`src/rtl/conv_back_grad_acc_if.sv`:
```
// Purpose: bundles the gradient input stream and the weight-delta output stream of conv_back_grad_acc.
// Latency: none (wires only).
// Backpressure: out_ready throttles the delta stream; the gradient side has no ready and is qualified by grad_vld only.
// Ports: grad_in/grad_vld (to accumulator), out_valid/out_ready/out_idx/delta_out (delta stream).
interface conv_back_grad_acc_if #(
    parameter int DATA_W = 16,
    parameter int IDX_W  = 4
);
    logic signed [DATA_W-1:0] grad_in;
    logic                     grad_vld;
    logic                     out_valid;
    logic                     out_ready;
    logic [IDX_W-1:0]         out_idx;
    logic signed [DATA_W-1:0] delta_out;

    // master: the environment feeding gradients and consuming deltas
    modport master (
        output grad_in, grad_vld, out_ready,
        input  out_valid, out_idx, delta_out
    );

    // slave: the accumulator itself
    modport slave (
        input  grad_in, grad_vld, out_ready,
        output out_valid, out_idx, delta_out
    );
endinterface

```
`src/rtl/conv_back_grad_acc.sv`:
```
// Purpose: sums PASSES sweeps of DEPTH gradient words per kernel tap, then drains -(acc >>> LR_SHIFT) per tap.
// Latency: first delta is valid the cycle after the final gradient; drain runs at 1 tap/cycle.
// Backpressure: out_ready=0 holds out_idx/delta_out; gradients arriving outside ACCUM are dropped and flag err.
// Ports: clk, rst_n (sync, active low), clear (sync restart), bus (grad in / delta out stream),
//        busy (DRAIN or DONE), done (one-cycle pulse after last delta), err (sticky misuse flag).
module conv_back_grad_acc #(
    parameter int DATA_W   = 16,
    parameter int ACC_W    = 24,
    parameter int DEPTH    = 9,
    parameter int PASSES   = 2,
    parameter int LR_SHIFT = 4
) (
    input  logic                 clk,
    input  logic                 rst_n,
    input  logic                 clear,
    conv_back_grad_acc_if.slave  bus,
    output logic                 busy,
    output logic                 done,
    output logic                 err
);
    localparam int IDX_W  = $clog2(DEPTH);
    localparam int PASS_W = (PASSES > 1) ? $clog2(PASSES) : 1;
    localparam logic [IDX_W-1:0]  LAST_IDX  = IDX_W'(DEPTH - 1);
    localparam logic [PASS_W-1:0] LAST_PASS = PASS_W'(PASSES - 1);

    // Clamp bounds: accumulator range, and the delta range expressed at ACC_W+1 bits
    localparam logic signed [ACC_W-1:0] A_MAX = {1'b0, {(ACC_W-1){1'b1}}};
    localparam logic signed [ACC_W-1:0] A_MIN = {1'b1, {(ACC_W-1){1'b0}}};
    localparam logic signed [ACC_W:0]   D_MAX = {{(ACC_W-DATA_W+2){1'b0}}, {(DATA_W-1){1'b1}}};
    localparam logic signed [ACC_W:0]   D_MIN = {{(ACC_W-DATA_W+2){1'b1}}, {(DATA_W-1){1'b0}}};

    typedef enum logic [1:0] {S_ACCUM, S_DRAIN, S_DONE} state_t;

    state_t                  state_q, state_d;
    logic [IDX_W-1:0]        wr_idx_q, wr_idx_d;
    logic [IDX_W-1:0]        rd_idx_q, rd_idx_d;
    logic [PASS_W-1:0]       pass_q, pass_d;
    logic                    err_q, err_d;
    logic signed [ACC_W-1:0] acc_q [DEPTH];

    logic                    acc_we;
    logic [IDX_W-1:0]        acc_waddr;
    logic signed [ACC_W-1:0] acc_wdat;

    logic signed [ACC_W:0]    sum_w;
    logic signed [ACC_W-1:0]  sum_sat;
    logic signed [ACC_W-1:0]  shifted;
    logic signed [ACC_W:0]    neg_w;
    logic signed [DATA_W-1:0] delta_sat;

    // Saturating accumulate: one guard bit catches overflow of the tap sum
    always_comb begin
        sum_w = $signed({acc_q[wr_idx_q][ACC_W-1], acc_q[wr_idx_q]})
              + $signed((ACC_W+1)'(bus.grad_in));
        if (sum_w[ACC_W] != sum_w[ACC_W-1]) begin
            sum_sat = sum_w[ACC_W] ? A_MIN : A_MAX;
        end else begin
            sum_sat = sum_w[ACC_W-1:0];
        end
    end

    // Delta: arithmetic shift floors toward -inf, negation widened so -A_MIN fits before clamping
    always_comb begin
        shifted = acc_q[rd_idx_q] >>> LR_SHIFT;
        neg_w   = -$signed({shifted[ACC_W-1], shifted});
        if (neg_w > D_MAX) begin
            delta_sat = D_MAX[DATA_W-1:0];
        end else if (neg_w < D_MIN) begin
            delta_sat = D_MIN[DATA_W-1:0];
        end else begin
            delta_sat = neg_w[DATA_W-1:0];
        end
    end

    always_comb begin
        state_d   = state_q;
        wr_idx_d  = wr_idx_q;
        rd_idx_d  = rd_idx_q;
        pass_d    = pass_q;
        err_d     = err_q;
        acc_we    = 1'b0;
        acc_waddr = wr_idx_q;
        acc_wdat  = sum_sat;
        unique case (state_q)
            S_ACCUM: begin
                if (bus.grad_vld) begin
                    acc_we = 1'b1;
                    if (wr_idx_q == LAST_IDX) begin
                        wr_idx_d = '0;
                        if (pass_q == LAST_PASS) begin
                            pass_d  = '0;
                            state_d = S_DRAIN;
                        end else begin
                            pass_d = pass_q + 1'b1;
                        end
                    end else begin
                        wr_idx_d = wr_idx_q + 1'b1;
                    end
                end
            end
            S_DRAIN: begin
                if (bus.grad_vld) err_d = 1'b1;
                if (bus.out_ready) begin
                    // Zero the tap as it leaves so the next round starts clean
                    acc_we    = 1'b1;
                    acc_waddr = rd_idx_q;
                    acc_wdat  = '0;
                    if (rd_idx_q == LAST_IDX) begin
                        rd_idx_d = '0;
                        state_d  = S_DONE;
                    end else begin
                        rd_idx_d = rd_idx_q + 1'b1;
                    end
                end
            end
            S_DONE: begin
                if (bus.grad_vld) err_d = 1'b1;
                state_d = S_ACCUM;
            end
            default: state_d = S_ACCUM;
        endcase
    end

    always_ff @(posedge clk) begin
        if (!rst_n || clear) begin
            state_q  <= S_ACCUM;
            wr_idx_q <= '0;
            rd_idx_q <= '0;
            pass_q   <= '0;
            err_q    <= 1'b0;
            for (int i = 0; i < DEPTH; i++) acc_q[i] <= '0;
        end else begin
            state_q  <= state_d;
            wr_idx_q <= wr_idx_d;
            rd_idx_q <= rd_idx_d;
            pass_q   <= pass_d;
            err_q    <= err_d;
            if (acc_we) acc_q[acc_waddr] <= acc_wdat;
        end
    end

    assign bus.out_valid = (state_q == S_DRAIN);
    assign bus.out_idx   = (state_q == S_DRAIN) ? rd_idx_q : '0;
    assign bus.delta_out = (state_q == S_DRAIN) ? delta_sat : '0;
    assign busy          = (state_q != S_ACCUM);
    assign done          = (state_q == S_DONE);
    assign err           = err_q;
endmodule

```
`src/flat_wrapper.sv`:
```
// flat-port wrapper written by rule: the top's interface ports become plain ports
module conv_back_grad_acc_flat 
#(
    parameter int DATA_W   = 16,
    parameter int ACC_W    = 24,
    parameter int DEPTH    = 9,
    parameter int PASSES   = 2,
    parameter int LR_SHIFT = 4
)
  (clk, rst_n, clear, busy, done, err, bus_grad_in, bus_grad_vld, bus_out_ready, bus_out_valid, bus_out_idx, bus_delta_out);
  conv_back_grad_acc_if #(.DATA_W(DATA_W), .IDX_W((4))) bus_i ();
  input  logic clk;
  input  logic rst_n;
  input  logic clear;
  output logic busy;
  output logic done;
  output logic err;
  input wire logic [$bits(bus_i.grad_in)-1:0] bus_grad_in;
  input wire logic [$bits(bus_i.grad_vld)-1:0] bus_grad_vld;
  input wire logic [$bits(bus_i.out_ready)-1:0] bus_out_ready;
  output wire logic [$bits(bus_i.out_valid)-1:0] bus_out_valid;
  output wire logic [$bits(bus_i.out_idx)-1:0] bus_out_idx;
  output wire logic [$bits(bus_i.delta_out)-1:0] bus_delta_out;
  assign bus_i.grad_in = bus_grad_in;
  assign bus_i.grad_vld = bus_grad_vld;
  assign bus_i.out_ready = bus_out_ready;
  assign bus_out_valid = bus_i.out_valid;
  assign bus_out_idx = bus_i.out_idx;
  assign bus_delta_out = bus_i.delta_out;
  conv_back_grad_acc #(.DATA_W(DATA_W), .ACC_W(ACC_W), .DEPTH(DEPTH), .PASSES(PASSES), .LR_SHIFT(LR_SHIFT)) u_core (.clk(clk), .rst_n(rst_n), .clear(clear), .bus(bus_i), .busy(busy), .done(done), .err(err));
endmodule
```
`config.mk`:
```
export PLATFORM = sky130hd
export DESIGN_NAME = conv_back_grad_acc_flat
export DESIGN_NICKNAME = d
export VERILOG_FILES = /design/src/rtl/conv_back_grad_acc_if.sv /design/src/rtl/conv_back_grad_acc.sv /design/src/flat_wrapper.sv
export SDC_FILE = /design/constraint.sdc
export NUM_CORES = 1
export LEC_CHECK = 0
export ABC_CLOCK_PERIOD_IN_PS = 7100
export CAP_MARGIN = 20
export CORE_UTILIZATION = 60
export DETAILED_ROUTE_END_ITERATION = 6
export PLACE_DENSITY = 0.87
export SLEW_MARGIN = 25
export SYNTH_ARGS = -nofsm -noshare
export SYNTH_HDL_FRONTEND = slang
export SYNTH_SLANG_ARGS = --single-unit
```
`constraint.sdc`:
```
create_clock -name clk -period 7.1 [get_ports clk]
set_input_delay 0.71 -clock clk [delete_from_list [all_inputs] [get_ports clk]]
set_output_delay 0.71 -clock clk [all_outputs]
set_load 0.01 [all_outputs]
```
# Word level (Yosys, flattened, before mapping)
# Memory sizes are Yosys's and may differ from the RTL's. A register that Yosys moved wholly into a read port is not among the register bits.
# Index checks and enable logic that the tools add are counted.
# Widths: inputs -> output; s select.
# op_classes
order_cmp,2
n_eq_ne,10
mux,34
reduce_logical,11
add_sub_neg,5
# op_table
op,n
$mux 24,5
$mux 16,3
$mux 4,10
$add 24x16->25,1
$gt 25x16->1 const B,1
$lt 25x16->1 const B,1
$neg 20->25,1
$reduce_or 24->1,1
$mux 2,5
$mux 1,9
$add 4x1->4 const B,2
$eq 4x4->1 const B,2
$ne 2x1->1 const B,3
$reduce_and 2->1,3
$reduce_and 5->1,1
$ne 2x2->1 const B,2
$pmux 2 s2,1
$reduce_and 3->1,1
$eq 2x1->1 const B,1
$eq 2x2->1 const B,1
$logic_not 2->1,1
$pmux 1 s2,1
$reduce_bool 2->1,1
$reduce_or 2->1,1
other kinds (4),4
# totals
in_bits,21
out_inout_bits,24
mem_bits_rw,216
register_bits,12
elab_cells,68
mem_count,1
# mem_list
memory,words,word_bits,read_ports,rd_clocked_by_memory_dff,write_ports,line,text
u_core.acc_q,9,24,2,2,9,conv_back_grad_acc.sv:39,logic signed [ACC_W-1:0] acc_q [DEPTH];

# Logic depth before layout (Yosys ltp)
# Gate-level depths: netlist (run 1).
# depth
depth_word,7
ltp_mapped,19
depth_no_buf,14

# Least setup slack after synthesis (run 1)
# Ideal clock, no wire load.
# synth_path
path_kind,register to register
start,register (tool-made name)
end,memory u_core.acc_q[10][0] (data pin)
synth_period_minus_slack_ns,5.631
path_buffers,5
path_stages_with_launch,20
setup_slack_ns,1.469
t_arrival_ns,5.348
setup_ns,0.284
t_required_ns,6.816
path_cell_list,dfxtp_1 -> clkbuf_1 -> buf_1 -> buf_1 -> mux4_2 -> mux4_2 -> ha_1 -> fa_1 -> a21o_1 -> a21oi_1 -> o21ai_0 -> a221oi_1 -> o31ai_1 -> a21oi_1 -> nor4b_1 -> or2_2 -> clkbuf_1 -> o21ba_2 -> clkbuf_1 -> nor2_1
# synth_lines
element,line
to (decl),conv_back_grad_acc.sv:39

==> results.cfg, run 1 <==
[logic_synthesis]
synth_edf_count = 384
syn_avg_cell_area_um2 = 14.7
synth.area.mux_share_pct = 21.4
synth_top_family_by_area = multiplexers
synth_simple_gate_area_share_pct = 6.30
synth_fa_ha_area_share_pct = 2.02
async_flop_share_pct = 0
synth_area_um2 = 21500
synth-compound-area-share_pct = 10.5
synth-xor-area-share_pct = 1.43
synth_ff_type = edfxtp_1
synthesis.instances = 1457
ys_warn_count = 0
synth_cell_type_count = 75
ys_ff_latch = 404
syn-num-nets = 1512
yosysSeqAreaShare_pct = 55.6

[setup_path]
cp.required_ns = 6.39
cp_max_fo = 18
max_stage_delay_ns = 1.03
critPathLaunchType = flop
path_cells = nor2_1 > a22o_1 > a221oi_4 > ha_1 > inv_1 > or2_0 > a21oi_4 > and3b_1 > o211ai_1 > a2111o_1 > a2111oi_4 > o21ai_2 > o21ai_0 > clkdlybuf4s50_1
cp-end-kind = output port
critPathBufInv = 2
cp.arrival_ns = 6.00
slowest_stage = dfxtp_1
criticalPathCategory = flop to output port
crit_family = compound AO/OA/AOI/OAI gates

[die]
die_area_um2 = 36500
core_area_um2 = 34900
ioPinCount = 45
row_count = 68
die_y_um = 191
initial_core_util_pct = 61.5
die_w_um = 191

[global_route]
grt_overflow = 0
grt_max_degree = 38
grt_usage_pct = 35.8
antenna_found_initial = 1
grt_pass1_wl_um = 94000
grt_pass1_vias = 15029

[finish]
syn_to_final_growth_pct = 10.3
final_nets = 1525
drive_above_1_share_pct = 25.2
fin_area_um2 = 23700
fillCellCount = 2261

[timing]
max_freq_ghz = 0.149
fin_tns_setup_ns = 0
finalCriticalPeriod_ns = 6.71
drv_slew = 0
fin_crit_sh_pct = 94.5
whs_ns = 0.487
hold_viol = 0
finalClockSkew_ns = 0.0324
setup_violations = 0
maxSlewHeadroom_pct = 26.9
max_slew.worst_pin.slew_ns = 1.09
grt_setup_unrepaired = false

[clock_tree]
cts_max_level = 2
cts_tree = built
postCtsSetupRepairBufs = 0
numCtsBuffers = 42
root_buffer = clkbuf_16
cts_hold_buf = 0
path_clk_slew_ns = 0.06
cts_resized = 0
cts.sinks = 404
clockBufferDepth = 3
clk_latency_ns = 0.58

[drt]
via_per_inst = 7.68
wirelength_um = 63500
ant_nets = 0
wl_per_cell_um = 32.4
first_pass_iters = 6
drcViolationCount = 0
drt_iter0_drc = 2434
vias = 15044

[pwr]
ir_worst_vdd_uv = 348
leakagePower_nw = 8.08
p_per_area_nw_per_um2 = 251

[job]
drv_cap = 0

[placement]
place_area_um2 = 22300
dp_hpwl_um = 39300
portBuffers = 44
gp_congestion = 0.971

[min_path]
hold_class = flop to flop
worstHoldStart = u_core.err$_SDFFE_PP0P_

[run_status]
outcome = finished, final reports clean
==> final timing paths <==
path                                                        to  slack (ns)  depth (start not counted)
worst min-delay path                   u_core.err$_SDFFE_PP0P_        0.49                          2
worst max-delay path                          bus_delta_out[3]        0.39                         14
worst max register to register  u_core.acc_q[11][14]$_DFFE_PP_        0.75                         14
worst min register to register         u_core.err$_SDFFE_PP0P_        0.49                          2
==> registers in the layout, indices dropped and copies added (netlist names), named ones only <==
register,flops
u_core.state_q,2
u_core.pass_q,1
u_core.err,1
u_core.acc_q,384
u_core.wr_idx_q,4
u_core.rd_idx_q,4
==> logic make-up after synthesis <==
group           count (synthesis)
fa+ha+maj                      34
flops                         404
simple gates                  270
mux                           205
compound gates                372
buf+inv                       137
xor+xnor                       35
==> synthesized netlist by cell type, types with 9 or more instances <==
master    count  share of area (%)
or2_2        26               0.76
a21oi_1      37               0.86
o21ai_0     222                5.2
mux4_2      203                 21
nand2b_1     10               0.29
and2_1        9               0.26
nand3_1      17               0.40
clkbuf_1     87                1.5
ha_1         33                1.9
xor2_1       15               0.61
xnor2_1      20               0.82
buf_1         9               0.16
nor2b_1      10               0.29
nor2_1       84                1.5
a22oi_1      19               0.66
edfxtp_1    384                 54
nand2_1      62                1.1
nor3_1       14               0.33
inv_1        22               0.38
a21o_1       17               0.59
dfxtp_1      20                1.9
==> stage by stage <==
step	cells	utilization [%]	worst slack [ns]	power (W)
2_1_floorplan	1457	-	1.47	0.00348
3_3_place_gp	1881	64.0	1.20	0.00372
3_5_place_dp	1881	64.0	0.948	0.00377
4_1_cts	1957	67.8	0.449	0.00589
5_1_grt	1957	67.9	0.218	0.00606
6_report	1959	67.9	0.393	0.00594
==> cells in the final DEF (no fill, tap or decap), types with 4 or more instances in the layout <==
cell type	netlist	routed
nor3_1	14	14
a21oi_1	37	37
a22o_1	7	7
a22oi_1	19	19
nor2_1	84	77
edfxtp_1	384	384
nand2_2	2	6
o21a_1	4	4
dfxtp_4	0	4
clkinvlp_4	0	4
and2_1	9	9
inv_1	22	22
clkbuf_16	0	43
dfxtp_1	20	14
nor2b_1	10	8
clkinv_1	0	8
buf_4	4	39
nand3_1	17	17
ha_1	33	33
xor2_1	15	15
nand4_1	6	6
o21ai_2	8	8
or2_2	26	26
o21bai_1	6	6
o21ai_0	222	221
nand2_1	62	58
clkinv_2	0	10
or3_1	8	8
a31oi_1	8	8
xnor2_1	20	20
nor2_2	0	7
mux4_2	203	203
a21o_1	17	17
clkdlybuf4s50_1	0	44
nand2b_1	10	10
o21ai_1	5	6
nor4_1	5	5
==> per-layer routing <==
layer	track usage [%]	vias up	share of wire, %
li1	-	5913	-
met5	0	-	0
met1	45.2	7326	32
met2	54.9	1473	46
met4	21.8	0	6.6
met3	10.5	332	15
==> area by class of cell <==
| class | count | area [um2] | share of cell area (%) |
|---|---|---|---|
| flip-flops and latches | 404 | 11900 | 50.5 |
| diodes | 2 | 5.00 | 0.0211 |
| clock inverters | 30 | 259 | 1.09 |
| multi-input cells | 916 | 8970 | 37.9 |
| inverters | 22 | 82.6 | 0.349 |
| well taps | 455 | 569 | 2.40 |
| clock buffers | 46 | 1090 | 4.59 |
| repair buffers | 84 | 753 | 3.18 |
==> worst min-delay path, delay by kind of cell, from the launching register on <==
family           cells  cell delay (ns)
AO/OA/AOI/OAI        1             0.05
AND/OR/NAND/NOR      1             0.07
flip-flops           1             0.33
==> report_power, final <==
part	leakage [nW]	switching [W]	total, W	internal, W
logic	3.35	0.000621	0.000920	0.000300
clock network	0.655	0.000946	0.00217	0.00122
registers	4.07	0.0000431	0.00285	0.00280
Power figures use the tool's default switching activity.
==> run 2: changes to the inputs <==
Settings changed: CORE_UTILIZATION 60 to 40, PLACE_DENSITY 0.87 to 0.65, SKIP_CTS_REPAIR_TIMING from default to 1.
==> results.cfg, run 2 (same netlist as run 1, synthesis figures left out) <==
[timing]
finalClockSkew_ns = 0.0304
hold_viol = 0
finalCriticalPeriod_ns = 6.40
max_freq_ghz = 0.156
fin_crit_sh_pct = 90.1
setup_violations = 0
drv_slew = 0
max_slew.worst_pin.slew_ns = 1.01
maxSlewHeadroom_pct = 31.9
grt_setup_unrepaired = false
fin_tns_setup_ns = 0

[finish]
drive_above_1_share_pct = 25.0
antenna_cells = 0
fin_area_um2 = 24200
syn_to_final_growth_pct = 12.7
multi_input_area_um2 = 9010
regMostFlops = u_core.acc_q
fillCellCount = 4577
final_nets = 1529
layout_commonest_cell = edfxtp_1
largest_reg_flops = 384
reg.largest.list = u_core.acc_q: 384 flops, u_core.rd_idx_q: 4 flops, u_core.wr_idx_q: 4 flops
regArea_um2 = 11900
mostFrequentLayoutCells = 384 x edfxtp_1, 221 x o21ai_0, 203 x mux4_2, 77 x nor2_1, 58 x nand2_1

[die]
row_count = 84
die_w_um = 234
die_area_um2 = 54600
die_y_um = 234
core_area_um2 = 52800
initial_core_util_pct = 40.7
ioPinCount = 45

[pwr]
swShare_pct = 26.6
power.share.clock_pct = 39.0
p_seq_share_pct = 46.0
leakagePower_nw = 8.17
p_int_w = 0.00453
ir_worst_vdd_uv = 243
p_per_area_nw_per_um2 = 255
combinationalPowerShare_pct = 15.0
switchingPower_w = 0.00164

[clock_tree]
numCtsBuffers = 43
clk_latency_ns = 0.59
cts_max_level = 2
path_clk_slew_ns = 0.06
cts.sinks = 404
root_buffer = clkbuf_16
cts_tree = built
clockBufferDepth = 3

[placement]
portBuffers = 44
place_area_um2 = 22700
dp_hpwl_um = 42100
gp_congestion = 0.904

[drt]
first_pass_iters = 7
ant_nets = 0
drcViolationCount = 0
drt_iter0_drc = 1790
vias = 14361
via_per_inst = 6.54
wirelength_um = 65700
wl_per_cell_um = 29.9

[setup_path]
slowest_stage = dfxtp_2
critPathBufInv = 2
cp.required_ns = 6.39
cp_max_fo = 26
path_cells = buf_4 > mux4_2 > a22o_1 > a221oi_2 > nor4b_4 > nand2_2 > or4_1 > mux2i_1 > o21ai_1 > o21ai_2 > o21ai_0 > clkdlybuf4s50_1
max_stage_delay_ns = 0.87
crit_family = compound AO/OA/AOI/OAI gates
criticalPathCategory = flop to output port
cp-end-kind = output port
cp.arrival_ns = 5.69
critPathLaunchType = flop

[min_path]
hold_class = flop to flop

[global_route]
antenna_found_initial = 1
grt_pass1_vias = 14461
grt_usage_pct = 24.5
grt_pass1_wl_um = 96200
grt_overflow = 0
grt_max_degree = 43

[job]
drv_cap = 0

[run_status]
outcome = finished, final reports clean
[run 2: cell count changes in the layout (fill, tap and decap cells not counted), moves of 2 or more]
cell and change:
buf_12 +2, clkbuf_1 +4, bufinv_16 +5, nor2b_1 +2, clkinvlp_4 -2, nor2_4 +7
nor2_2 -7, clkinv_2 -8, clkinv_1 +2, diode_2 -2, nor2b_2 -2
[run 2: per-stage QoR]
step / cells / total power [W] / setup WS [ns] / util, % / hold slack (ns)
floorplan: 1457 / 0.00348 / 1.47 / - / 0.479
global placement: 2117 / 0.00376 / 1.25 / 43.0 / 0.451
detailed placement: 2117 / 0.00379 / 1.23 / 43.0 / 0.470
CTS: 2195 / 0.00616 / 0.693 / 45.9 / 0.483
global route: 2195 / 0.00634 / 0.313 / 45.9 / 0.509
finish: 2195 / 0.00617 / 0.702 / 45.9 / 0.473
[run 2: area by class of cell]
class | instances | share of cell area, %
inverters | 22 | 0.341
flip-flops and latches | 404 | 49.4
repair buffers | 87 | 3.31
clock inverters | 27 | 1.49
clock buffers | 51 | 4.66
multi-input cells | 916 | 37.3
well taps | 688 | 3.56
[run 2: worst paths after layout]
kind / from / depth (start not counted) / slack, ns / endpoint
worst max register to register: flop / 14 / 1.11 / u_core.acc_q[6][16]$_SDFFCE_PN0P_
worst max-delay path: flop / 12 / 0.70 / bus_delta_out[0]
worst min register to register: u_core.err$_SDFFE_PP0P_ / 2 / 0.47 / u_core.err$_SDFFE_PP0P_
worst min-delay path: u_core.err$_SDFFE_PP0P_ / 2 / 0.47 / u_core.err$_SDFFE_PP0P_
[run 2: worst register-to-register path: stages, from the launching register on]
cell and delay (ns):
dfxtp_4 0.60, buf_4 0.54, mux4_2 0.60, mux4_2 0.54, ha_1 0.36, inv_1 0.13
o21bai_1 0.09, a211o_1 0.32, a221oi_1 0.61, o31ai_1 0.15, a21oi_1 0.24, nor4b_1 0.12
or2_2 0.38, nand2_1 0.76, o21ai_0 0.23
[run 2: power groups by stage]
stage          clock network [W]  logic (W)  registers (W)
6_report                 0.00241   0.000923        0.00284
5_1_grt                  0.00250   0.000989        0.00285
4_1_cts                  0.00242   0.000906        0.00284
3_5_place_dp                   0   0.000900        0.00289
3_3_place_gp                   0   0.000882        0.00288
2_1_floorplan                  0   0.000615        0.00287
[run 2: metal layers]
metal / vias up / track usage (%) / part of all wire (%)
li1: 5908 / - / -
met1: 7374 / 31.3 / 37
met2: 899 / 40.2 / 48
met3: 180 / 4.20 / 9.3
met4: 0 / 12.3 / 5.0
met5: - / 0 / 0
